===== config.mk =====
export PLATFORM = sky130hd
export DESIGN_NAME = bcd_updown_counter_n
export DESIGN_NICKNAME = d
export VERILOG_FILES = /design/src/rtl/bcd_pkg.sv /design/src/rtl/bcd_digit.sv /design/src/rtl/bcd_updown_counter_n.sv
export SDC_FILE = /design/constraint.sdc
export NUM_CORES = 1
export LEC_CHECK = 0
export CORE_AREA = 2 2 67 69
export CTS_CLUSTER_DIAMETER = 120
export CTS_CLUSTER_SIZE = 10
export DETAILED_ROUTE_END_ITERATION = 16
export DIE_AREA = 0 0 69 71
export GPL_TIMING_DRIVEN = 0
export PLACE_DENSITY_LB_ADDON = 0.3
export SKIP_CTS_REPAIR_TIMING = 1
export SYNTH_ARGS = -nofsm -noshare
export SYNTH_HDL_FRONTEND = slang
export SYNTH_SLANG_ARGS = --single-unit

===== constraint.sdc =====
create_clock -name clk -period 2.8 [get_ports clk]
set_input_delay 0.7 -clock clk [delete_from_list [all_inputs] [get_ports clk]]
set_output_delay 0.7 -clock clk [all_outputs]
set_load 0.01 [all_outputs]

===== src/rtl/bcd_pkg.sv =====
// Shared definitions for the multi-digit BCD up/down counter.
//   BCD_MAX / BCD_MIN : legal limits of one decimal digit
//   bcd_digit_t       : one packed BCD nibble
//   bcd_valid()       : true when a nibble holds a legal decimal digit
package bcd_pkg;

  typedef logic [3:0] bcd_digit_t;

  localparam bcd_digit_t BCD_MAX = 4'd9;
  localparam bcd_digit_t BCD_MIN = 4'd0;

  function automatic logic bcd_valid(input bcd_digit_t nib);
    return (nib <= BCD_MAX);
  endfunction

endpackage


===== src/rtl/bcd_digit.sv =====
// One decade cell of the BCD counter.
// Ports:
//   clk, reset   : rising-edge clock, asynchronous active-low reset
//   clr          : synchronous clear to 0 (highest priority)
//   load, ld_val : synchronous load of an already-sanitised BCD digit
//   step         : advance one position in the direction given by up
//   up           : 1 = increment, 0 = decrement
//   digit        : registered digit value
//   term         : digit sits at the terminal value for the current direction
module bcd_digit
  import bcd_pkg::*;
#(
  parameter bcd_digit_t RST_DIGIT = BCD_MIN
) (
  input  logic       clk,
  input  logic       reset,
  input  logic       clr,
  input  logic       load,
  input  logic [3:0] ld_val,
  input  logic       step,
  input  logic       up,
  output logic [3:0] digit,
  output logic       term
);

  bcd_digit_t digit_q;
  bcd_digit_t digit_d;

  always_comb begin
    digit_d = digit_q;
    if (clr) begin
      digit_d = BCD_MIN;
    end else if (load) begin
      digit_d = ld_val;
    end else if (step) begin
      // Out-of-range comparisons fold any illegal value back into 0..9,
      // so the cell can never step into a non-BCD code.
      if (up) begin
        digit_d = (digit_q >= BCD_MAX) ? BCD_MIN : digit_q + 4'd1;
      end else begin
        digit_d = (digit_q == BCD_MIN || digit_q > BCD_MAX) ? BCD_MAX
                                                            : digit_q - 4'd1;
      end
    end
  end

  always_ff @(posedge clk or negedge reset) begin
    if (!reset) begin
      digit_q <= RST_DIGIT;
    end else begin
      digit_q <= digit_d;
    end
  end

  assign digit = digit_q;
  assign term  = up ? (digit_q == BCD_MAX) : (digit_q == BCD_MIN);

endmodule


===== src/rtl/bcd_updown_counter_n.sv =====
// Parametrised multi-digit BCD up/down counter.
// Ports:
//   clk, reset  : rising-edge clock, asynchronous active-low reset
//   en          : count enable
//   up          : 1 = increment, 0 = decrement
//   sat         : 1 = hold at the terminal value, 0 = wrap around
//   clr         : synchronous clear (beats load and en)
//   load, din   : synchronous load of packed BCD; illegal nibbles load as 0
//   count       : registered packed BCD count, digit 0 in bits [3:0]
//   wrap        : registered, high for one cycle after a wrap transition
//   load_err    : registered, high for one cycle after a load with a bad nibble
//   ripple_out  : en & count at terminal value; drives en of a next stage
module bcd_updown_counter_n
  import bcd_pkg::*;
#(
  parameter int                    DIGITS  = 4,
  parameter logic [4*DIGITS-1:0]   RST_VAL = '0
) (
  input  logic                  clk,
  input  logic                  reset,
  input  logic                  en,
  input  logic                  up,
  input  logic                  sat,
  input  logic                  clr,
  input  logic                  load,
  input  logic [4*DIGITS-1:0]   din,
  output logic [4*DIGITS-1:0]   count,
  output logic                  wrap,
  output logic                  load_err,
  output logic                  ripple_out
);

  logic [DIGITS-1:0]   term;
  logic [DIGITS-1:0]   step;
  logic [DIGITS-1:0]   nib_bad;
  logic [4*DIGITS-1:0] ld_val;
  // lower_term[i] = every digit below i is at its terminal value.
  logic [DIGITS:0]     lower_term;
  logic                all_term;
  logic                hold_at_limit;

  logic wrap_q, wrap_d;
  logic load_err_q, load_err_d;

  assign lower_term[0] = 1'b1;
  assign all_term      = lower_term[DIGITS];
  assign hold_at_limit = sat & all_term;

  genvar gi;
  generate
    for (gi = 0; gi < DIGITS; gi++) begin : g_digit
      assign nib_bad[gi]           = ~bcd_valid(din[4*gi +: 4]);
      assign ld_val[4*gi +: 4]     = nib_bad[gi] ? BCD_MIN : din[4*gi +: 4];
      assign lower_term[gi+1]      = lower_term[gi] & term[gi];
      // In saturate mode the whole counter freezes at its limit, so
      // suppress every digit's step rather than letting the chain wrap.
      assign step[gi]              = en & lower_term[gi] & ~hold_at_limit;

      bcd_digit #(
        .RST_DIGIT (RST_VAL[4*gi +: 4])
      ) u_digit (
        .clk    (clk),
        .reset  (reset),
        .clr    (clr),
        .load   (load),
        .ld_val (ld_val[4*gi +: 4]),
        .step   (step[gi]),
        .up     (up),
        .digit  (count[4*gi +: 4]),
        .term   (term[gi])
      );
    end
  endgenerate

  always_comb begin
    wrap_d     = 1'b0;
    load_err_d = 1'b0;
    if (clr) begin
      wrap_d     = 1'b0;
      load_err_d = 1'b0;
    end else if (load) begin
      load_err_d = |nib_bad;
    end else if (en && all_term && !sat) begin
      wrap_d = 1'b1;
    end
  end

  always_ff @(posedge clk or negedge reset) begin
    if (!reset) begin
      wrap_q     <= 1'b0;
      load_err_q <= 1'b0;
    end else begin
      wrap_q     <= wrap_d;
      load_err_q <= load_err_d;
    end
  end

  assign wrap       = wrap_q;
  assign load_err   = load_err_q;
  assign ripple_out = en & all_term;

endmodule


==> impl_metrics.tcl, run 1 <==
set metrics [dict create \
    synth.ff_latch_count 18 \
    drv_cap 0 \
    io_buffers 41 \
    dpl.hpwl_mm 4.275 \
    synth-edff-count 0 \
    async_flop_share 1.000 \
    io_pins 42 \
    power_density_nw_per_um2 393.0 \
    initial_utilization 0.4938 \
    place_congestion 0.9209 \
    clk_pin_slew_ps 80 \
    diodes 0 \
    antenna_found_initial 0 \
    worstSkewPairLatency_ps 260 \
    cts.sinks 18 \
    dpl_cell_area_um2 2551 \
    crit_fanout 6 \
    cp-start-kind "register" \
    path_class "reg -> out" \
    hold_class "reg -> reg" \
    yosysTopAreaCell "dfrtp_1" \
    drc 0 \
    worst_pin_slew_ps 869.7 \
    grt_max_degree 19 \
    fmax_mhz 373.5 \
    synth_flop_cell "dfrtp_1" \
    clock-root-buffer "clkbuf_8" \
    netlist_area_um2 2076 \
    drtIter0Drc 222 \
    cts_htree_levels 1 \
    setup_viol 0 \
    die_w_um 69 \
    layout-drive-gt1-share 0.1262 \
    syn_nets 292 \
    grt_pass1_vias 2022 \
    final_antenna_net_count 0 \
    slew_headroom 0.4184 \
    grt_pass1_wl_mm 9.756 \
    status "complete, no violations" \
    m1WireLength_mm 2.579 \
    synth_cell_types 65 \
    report.final.slew_viol_count 0 \
    ys_seq_area_frac 0.2170 \
    met3_length_um 395 \
    tritoncts "done" \
    row_count 24 \
    wirelength_mm 5.952 \
    route.met2.wl_mm 2.853 \
    dr.pass1.iters 5 \
    arrival_ps 1980 \
    die-height_um 71 \
    finalCriticalPeriod_ps 2677 \
    nets 337 \
    leakage_nw 1.071 \
    vias 2241 \
    yosysTopAreaCellShare 0.2170 \
    finalHoldViolations 0 \
    clockBufferDepth 2 \
    cp.required_ps 2100 \
    cp-end-kind "output port" \
    fin_skew_ps 4.267 \
    dieArea_um2 4899 \
    grt_overflow 0 \
    topRoutingLayerUsed "met4" \
    irDropWorstVdd_uv 229.3 \
    synthTopCellsByArea "dfrtp_1, ha_1, a21oi_1, o21ai_0, nor2_1" \
    finalSetupTns_ps 0 \
    design_area_um2 2661 \
    power_mw 1.046 \
    slowest_delay_ps 460 \
    grt_usage 0.2407 \
    routed_via_density 6.348 \
    path_cells "inv_1, ha_2, nor4b_4, o22ai_2, nor4_4, dlymetal6s2s_1" \
    yosysWarnings 0 \
    synthCells 257 \
    area_delta_synth_final_pct 28.21 \
    cts_buffers 3 \
    core_um2 4204 \
    post_drt_wl_per_cell_um 16.86 \
    layout_commonest_cell "clkdlybuf4s50_1" \
    syn_avg_cell_area_um2 8.077 \
    finalCritPeriodShare 0.9562 \
    crit_path_top_delay_cell "dfrtp_1" \
    final_cell_mix "clkdlybuf4s50_1, nor2_1, inv_1, a21oi_1, dfrtp_1" \
]
-- worst max-delay path, delay by kind of cell, from the launching register on --
family | cells | cell delay, ps
and+or+nand+nor | 2 | 490
DFF | 1 | 460
buffers and inverters | 2 | 340
adders and majority gates | 1 | 240
AOI/OAI and AO/OA | 1 | 190
-- final timing paths --
path                                                          from                                 endpoint  slack (ps)  cells past startpoint
setup / recovery           g_digit[2].u_digit.digit[0]$_DFFE_PN0P_                               ripple_out         120                      6
hold / removal             g_digit[1].u_digit.digit[1]$_DFFE_PN0P_  g_digit[1].u_digit.digit[1]$_DFFE_PN0P_         620                      1
setup reg to reg           g_digit[2].u_digit.digit[1]$_DFFE_PN0P_  g_digit[3].u_digit.digit[2]$_DFFE_PN0P_         570                      7
hold reg to reg            g_digit[1].u_digit.digit[1]$_DFFE_PN0P_  g_digit[1].u_digit.digit[1]$_DFFE_PN0P_         620                      1
max in group asynchronous                                    reset  g_digit[2].u_digit.digit[1]$_DFFE_PN0P_        1340                      1
min in group asynchronous                                    reset  g_digit[1].u_digit.digit[2]$_DFFE_PN0P_         930                      1
-- stage by stage --
step	cells	hold WS [ps]	worst slack [ps]	util
after floorplan	257	404.4	429.5	-
after global placement	350	607.5	-810.0	0.6068
after detailed placement	350	606.7	-870.3	0.6068
after CTS	354	625.4	-872.6	0.6199
after global routing	353	649.6	-23.56	0.6330
final	353	620.2	122.8	0.6330
-- cell type report --
class | count | area (µm²)
Timing Repair Buffer | 41 | 407.9
Buffer | 15 | 78.83
Sequential cell | 18 | 450.4
Clock buffer | 4 | 55.05
Inverter | 18 | 67.56
Multi-Input combinational cell | 205 | 1536
Fill cell | 409 | 1543
Tap cell | 52 | 65.06
-- layer usage --
| metal | vias to the layer above | GRT usage |
|---|---|---|
| li1 | 1058 | - |
| met1 | 1071 | 0.3271 |
| met2 | 94 | 0.3942 |
| met3 | 18 | 0.02564 |
| met4 | 0 | 0.09586 |
| met5 | - | 0 |
-- Yosys cell counts (all sizes together) (3+ instances only) --
master	instances
a21oi	19
nor2	21
nand2b	9
clkbuf	9
nand2	15
a31oi	4
o22ai	5
mux2i	5
nor3	7
a211oi	3
dfrtp	18
ha	12
mux2	5
and4b	3
inv	18
o31a	3
o21ai	19
nor3b	6
o31ai	3
o21bai	7
nand3b	4
nand3	6
nor4b	5
buf	7
-- report_power, final --
group	switching [mW]	internal (mW)	total, mW	leakage (nW)
sequential	0.0388	0.283	0.322	0.238
combinational	0.262	0.233	0.495	0.804
clock	0.103	0.125	0.228	0.0288
-- state kept, by name (all words and copies together) (netlist names) --
name and cells:
g_digit.u_digit.digit 16, wrap 1, load_err 1
-- kinds of logic (layout without fill, tap and decap cells) --
family / after synthesis / after routing / synth area share
compound gates: 92 / 92 / 0.3134
simple gates: 89 / 89 / 0.2562
buf+inv: 34 / 78 / 0.07112
flops: 18 / 18 / 0.2170
fa+ha+maj: 12 / 12 / 0.07233
mux: 11 / 11 / 0.06570
xor+xnor: 1 / 1 / 0.004220
Note: power is estimated with default switching activity, not from simulation.
==> inputs of run 2 (changes only) <==
--- a/config.mk
+++ b/config.mk
@@ -5,11 +5,11 @@
 export SDC_FILE = /design/constraint.sdc
 export NUM_CORES = 1
 export LEC_CHECK = 0
-export CORE_AREA = 2 2 67 69
+export CORE_AREA = 2 2 95 97
 export CTS_CLUSTER_DIAMETER = 120
 export CTS_CLUSTER_SIZE = 10
 export DETAILED_ROUTE_END_ITERATION = 16
-export DIE_AREA = 0 0 69 71
+export DIE_AREA = 0 0 97 99
 export GPL_TIMING_DRIVEN = 0
 export PLACE_DENSITY_LB_ADDON = 0.3
 export SKIP_CTS_REPAIR_TIMING = 1
==> run 2 against run 1 <==
Compared with the run above:
- combinational power hardly changed
- via count is 1.9% lower
- sequential power hardly changed
- first-iteration DRC count is 52% lower
- clock skew is 0.82 ps lower
- critical path type unchanged
- critical endpoint unchanged
- largest power group unchanged
- highest routed layer unchanged
==> impl_metrics.tcl, run 2 (synthesis results as in run 1) <==
set metrics [dict create \
    diodes 0 \
    arrival_ps 1920 \
    clock_power_share 0.195 \
    largest_reg_flops 16 \
    fillerInstances 898 \
    post_drt_wl_per_cell_um 16.15 \
    nets 338 \
    finalHoldViolations 0 \
    slew_headroom 0.3885 \
    cts.sinks 18 \
    ff2ff_setup_slack_ps 570 \
    fmax_mhz 382.0 \
    clk_pin_slew_ps 80 \
    ff_latch_area_um2 450.4 \
    seqPwrFrac 0.319 \
    dpl_cell_area_um2 2621 \
    hold_class "reg -> reg" \
    die-height_um 99 \
    finalCritPeriodShare 0.9348 \
    layout-drive-gt1-share 0.1395 \
    io_buffers 41 \
    rsz0062_at_grt "false" \
    antenna_found_initial 0 \
    wirelength_mm 6.606 \
    grt_max_degree 19 \
    final_cell_mix "clkdlybuf4s50_1, nor2_1, inv_1, a21oi_1, dfrtp_1" \
    routed_via_density 5.377 \
    place_congestion 0.8796 \
    place_ws_ps -816.3 \
    crit_fanout 7 \
    swShare 0.3992 \
    leakage_nw 1.038 \
    status "complete, no violations" \
    path_class "reg -> out" \
    cts_buffers 3 \
    initial_utilization 0.2428 \
    irDropWorstVdd_uv 111.0 \
    cp-end-kind "output port" \
    dr.pass1.iters 4 \
    area_delta_synth_final_pct 31.10 \
    tritoncts "done" \
    drtIter0Drc 107 \
    die_w_um 97 \
    row_count 34 \
    p_sw_mw 0.4070 \
    drc 0 \
    setup_viol 0 \
    grt_pass1_vias 2153 \
    report.final.slew_viol_count 0 \
    cp.required_ps 2100 \
    grt_usage 0.1373 \
    worstSkewPairLatency_ps 260 \
    p_int_mw 0.6125 \
    dieArea_um2 9603 \
    cts_htree_levels 1 \
    fin_skew_ps 3.445 \
    finalNonFillerCells 409 \
    p_comb_frac 0.487 \
    design_area_um2 2721 \
    power_density_nw_per_um2 374.6 \
    grt_pass1_wl_mm 10.81 \
    io_pins 42 \
    vias 2199 \
    power_mw 1.020 \
    finalWorstSetupSlack_ps 182.5 \
    final_antenna_net_count 0 \
    clockBufferDepth 2 \
    clock-root-buffer "clkbuf_8" \
    layout_commonest_cell "clkdlybuf4s50_1" \
    grt_overflow 0 \
    worst_pin_slew_ps 914.4 \
    drv_cap 0 \
    core_um2 8551 \
    multi_input_area_um2 1543 \
    placed_cells 406 \
    cp-start-kind "register" \
    dpl.hpwl_mm 5.055 \
    finalCriticalPeriod_ps 2618 \
]
-- run 2: metrics by stage --
step / setup TNS [ps] / utilization / hold slack (ps)
after floorplan: 0 / - / 404.4
after global placement: -1059 / 0.3066 / 617.1
after detailed placement: -928.8 / 0.3066 / 620.2
after CTS: -842.7 / 0.3114 / 652.6
after global routing: 0 / 0.3183 / 685.6
final: 0 / 0.3183 / 635.5
-- run 2: per-layer routing --
layer,global-route usage,share of wire,vias to the layer above
met5,0,0,-
met4,0.03684,0.014,0
met3,0.02340,0.068,8
met2,0.2372,0.48,80
met1,0.1775,0.44,1053
li1,-,-,1058
-- run 2: worst paths after layout --
kind                                                         start                                       to  depth (start not counted)
setup / recovery           g_digit[0].u_digit.digit[0]$_DFFE_PN0P_                               ripple_out                          6
hold reg to reg            g_digit[1].u_digit.digit[1]$_DFFE_PN0P_  g_digit[1].u_digit.digit[1]$_DFFE_PN0P_                          1
min in group asynchronous                                    reset  g_digit[1].u_digit.digit[1]$_DFFE_PN0P_                          1
setup reg to reg           g_digit[1].u_digit.digit[0]$_DFFE_PN0P_  g_digit[0].u_digit.digit[2]$_DFFE_PN0P_                          7
max in group asynchronous                                    reset  g_digit[2].u_digit.digit[3]$_DFFE_PN0P_                          1
hold / removal             g_digit[1].u_digit.digit[1]$_DFFE_PN0P_  g_digit[1].u_digit.digit[1]$_DFFE_PN0P_                          1
-- run 2: area by class of cell --
class                      count  area share
multi-input combinational    205      0.5669
timing repair buffer          42      0.1499
clock buffer                   3     0.01517
inverter                      18     0.02483
sequential                    18      0.1655
tap                          108     0.04966
buffer                        15     0.02805
-- run 2: power groups by stage --
stage	registers, mW	logic [mW]	clock network, mW
floorplan	0.329	0.293	0
global placement	0.328	0.465	0
detailed placement	0.329	0.469	0
CTS	0.324	0.472	0.211
global route	0.332	0.548	0.218
finish	0.325	0.496	0.198
-- run 2: critical path: stages (launching register included) --
cell and delay [ps]:
dfrtp_1 450, inv_1 110, ha_2 230, nor4b_4 270
o21ai_2 140, nor4_4 270, clkbuf_2 180
==> inputs of run 3 (changes only) <==
--- a/config.mk
+++ b/config.mk
@@ -5,11 +5,11 @@
 export SDC_FILE = /design/constraint.sdc
 export NUM_CORES = 1
 export LEC_CHECK = 0
-export CORE_AREA = 2 2 95 97
+export CORE_AREA = 2 2 121 76
 export CTS_CLUSTER_DIAMETER = 120
 export CTS_CLUSTER_SIZE = 10
 export DETAILED_ROUTE_END_ITERATION = 16
-export DIE_AREA = 0 0 97 99
+export DIE_AREA = 0 0 123 78
 export GPL_TIMING_DRIVEN = 0
 export PLACE_DENSITY_LB_ADDON = 0.3
 export SKIP_CTS_REPAIR_TIMING = 1
==> run 3 against run 2 <==
Compared with the run above:
- hold slack improved by 14 ps
- flip-flop and latch count did not move
- clock skew about the same
- sequential share of layout area is 0.36 points lower
- cell count increased by 0.98%
- combinational power is 4.6% higher
- wire length rose by 8.8%
- largest cell class unchanged
- design area increased by 2.5%
- die area is essentially flat
- count of clock-buffer cells in the layout rose by 1
- total power is 17% higher
- sequential power rose by 1%
==> impl_metrics.tcl, run 3 (synthesis results as in run 1) <==
set metrics [dict create \
    r2r_cells 7 \
    clk_pin_slew_ps 60 \
    io_buffers 41 \
    arrival_ps 2030 \
    finalNonFillerCells 413 \
    crit_buf_inv 2 \
    row_count 26 \
    layout-drive-gt1-share 0.1395 \
    fin_skew_ps 3.329 \
    status "complete, no violations" \
    dieArea_um2 9594 \
    cts.sinks 18 \
    finalCritPeriodShare 0.9735 \
    irDropWorstVdd_uv 196.8 \
    grt_pass1_vias 2047 \
    drv_cap 0 \
    place_congestion 0.9366 \
    placed_cells 410 \
    crit_fanout 5 \
    dpl.hpwl_mm 5.358 \
    slowest_delay_ps 450 \
    clockBufferDepth 2 \
    worstSkewPairLatency_ps 270 \
    min_from "g_digit[1].u_digit.digit[1]$_DFFE_PN0P_" \
    vias 2243 \
    r2r_start "g_digit[2].u_digit.digit[1]$_DFFE_PN0P_" \
    antenna_found_initial 0 \
    report.final.slew_viol_count 0 \
    grt_overflow 0 \
    ff_latch_area_um2 451.7 \
    finalWorstSetupSlack_ps 74.06 \
    core_um2 8393 \
    diodes 0 \
    post_drt_wl_per_cell_um 17.40 \
    place_ws_ps -921.8 \
    drtIter0Drc 258 \
    dr.pass1.iters 5 \
    cts_htree_levels 1 \
    finalCriticalPeriod_ps 2726 \
    grt_pass1_wl_mm 11.43 \
    fillerInstances 889 \
    layout_commonest_cell "clkdlybuf4s50_1" \
    area_delta_synth_final_pct 34.42 \
    fmax_mhz 366.8 \
    multi_input_area_um2 1565 \
    io_pins 42 \
    die_w_um 123 \
    cts_buffers 3 \
    nets 337 \
    final_antenna_net_count 0 \
    ff2ff_setup_slack_ps 540 \
    cp-end-kind "output port" \
    worst_pin_slew_ps 992.7 \
    wirelength_mm 7.187 \
    path_class "reg -> out" \
    path_cells "inv_1, ha_1, and4b_1, o22ai_4, nor4_4, clkbuf_2" \
    final_cell_mix "clkdlybuf4s50_1, nor2_1, a21oi_1" \
    holdPathEnd "g_digit[1].u_digit.digit[1]$_DFFE_PN0P_" \
    clock-root-buffer "clkbuf_16" \
    grt_usage 0.1538 \
    slew_headroom 0.3361 \
    crit_path_top_delay_cell "dfrtp_1" \
    setup_viol 0 \
    power_density_nw_per_um2 427.9 \
    routed_via_density 5.431 \
    tritoncts "done" \
    cp.required_ps 2100 \
    finalHoldViolations 0 \
    die-height_um 78 \
    cp-start-kind "register" \
    drc 0 \
    leakage_nw 1.061 \
    rr_endpoint "g_digit[3].u_digit.digit[3]$_DFFE_PN0P_" \
    hold_class "reg -> reg" \
    hold_depth 1 \
    initial_utilization 0.2473 \
    cpLargestDelayFamily "simple AND/OR/NAND/NOR gates" \
    largest_reg_flops 16 \
    grt_max_degree 19 \
]
run 3: cell count changes in the layout (fill, tap and decap cells not counted), moves of 2 or more:
cell and change:
ha_1 +2, ha_4 +3, clkbuf_8 -2, ha_2 -5, clkbuf_16 +3
run 3: worst register-to-register path, cell delays in order, from the launching register on:
cell	delay, ps
dfrtp_1	450
inv_1	140
ha_1	260
and4b_1	260
o22ai_4	290
nor2_1	100
a21oi_2	280
mux2_2	380
run 3: metrics by stage:
| stage | utilization | hold slack, ps | power (mW) | setup TNS [ps] | cell area [µm²] |
|---|---|---|---|---|---|
| floorplan | - | 404.4 | 0.6224 | 0 | 2076 |
| global placement | 0.3129 | 619.1 | 0.7968 | -1219 | 2626 |
| detailed placement | 0.3129 | 627.5 | 0.8023 | -1378 | 2626 |
| CTS | 0.3235 | 646.1 | 1.155 | -921.7 | 2715 |
| global route | 0.3324 | 666.3 | 1.268 | -22.65 | 2790 |
| finish | 0.3324 | 649.9 | 1.194 | 0 | 2790 |
run 3: power by group:
part	total, mW	switching (mW)	internal (mW)	leakage [nW]
Sequential	0.329	0.0451	0.284	0.237
Clock	0.346	0.127	0.219	0.0442
Combinational	0.519	0.276	0.243	0.780
Total	1.19	0.448	0.746	1.06
run 3: cell type report:
class	instances	share of cell area
well taps	112	0.05022
plain buffers	15	0.02735
inverters	18	0.02422
clock buffers	4	0.03184
flip-flops and latches	18	0.1619
multi-input cells	205	0.5610
repair buffers	41	0.1435
run 3: worst max path at each step:
stage,start,end,slack [ps],cells past startpoint
4_1_cts,up,ripple_out,-920,5
3_5_place_dp,up,ripple_out,-920,5
5_1_grt,g_digit[1].u_digit.digit[1]$_DFFE_PN0P_,ripple_out,-20,6
3_3_place_gp,up,ripple_out,-940,5
2_1_floorplan,g_digit[2].u_digit.digit[0]$_DFFE_PN0P_,ripple_out,430,5
6_report,g_digit[2].u_digit.digit[1]$_DFFE_PN0P_,ripple_out,70,6
run 3: metal layers:
| layer | part of all wire | up-vias | track usage |
|---|---|---|---|
| met5 | 0 | - | 0 |
| met4 | 0.0058 | 0 | 0.02727 |
| met3 | 0.077 | 6 | 0.03529 |
| met2 | 0.40 | 89 | 0.2061 |
| met1 | 0.52 | 1094 | 0.2444 |
| li1 | - | 1054 | - |
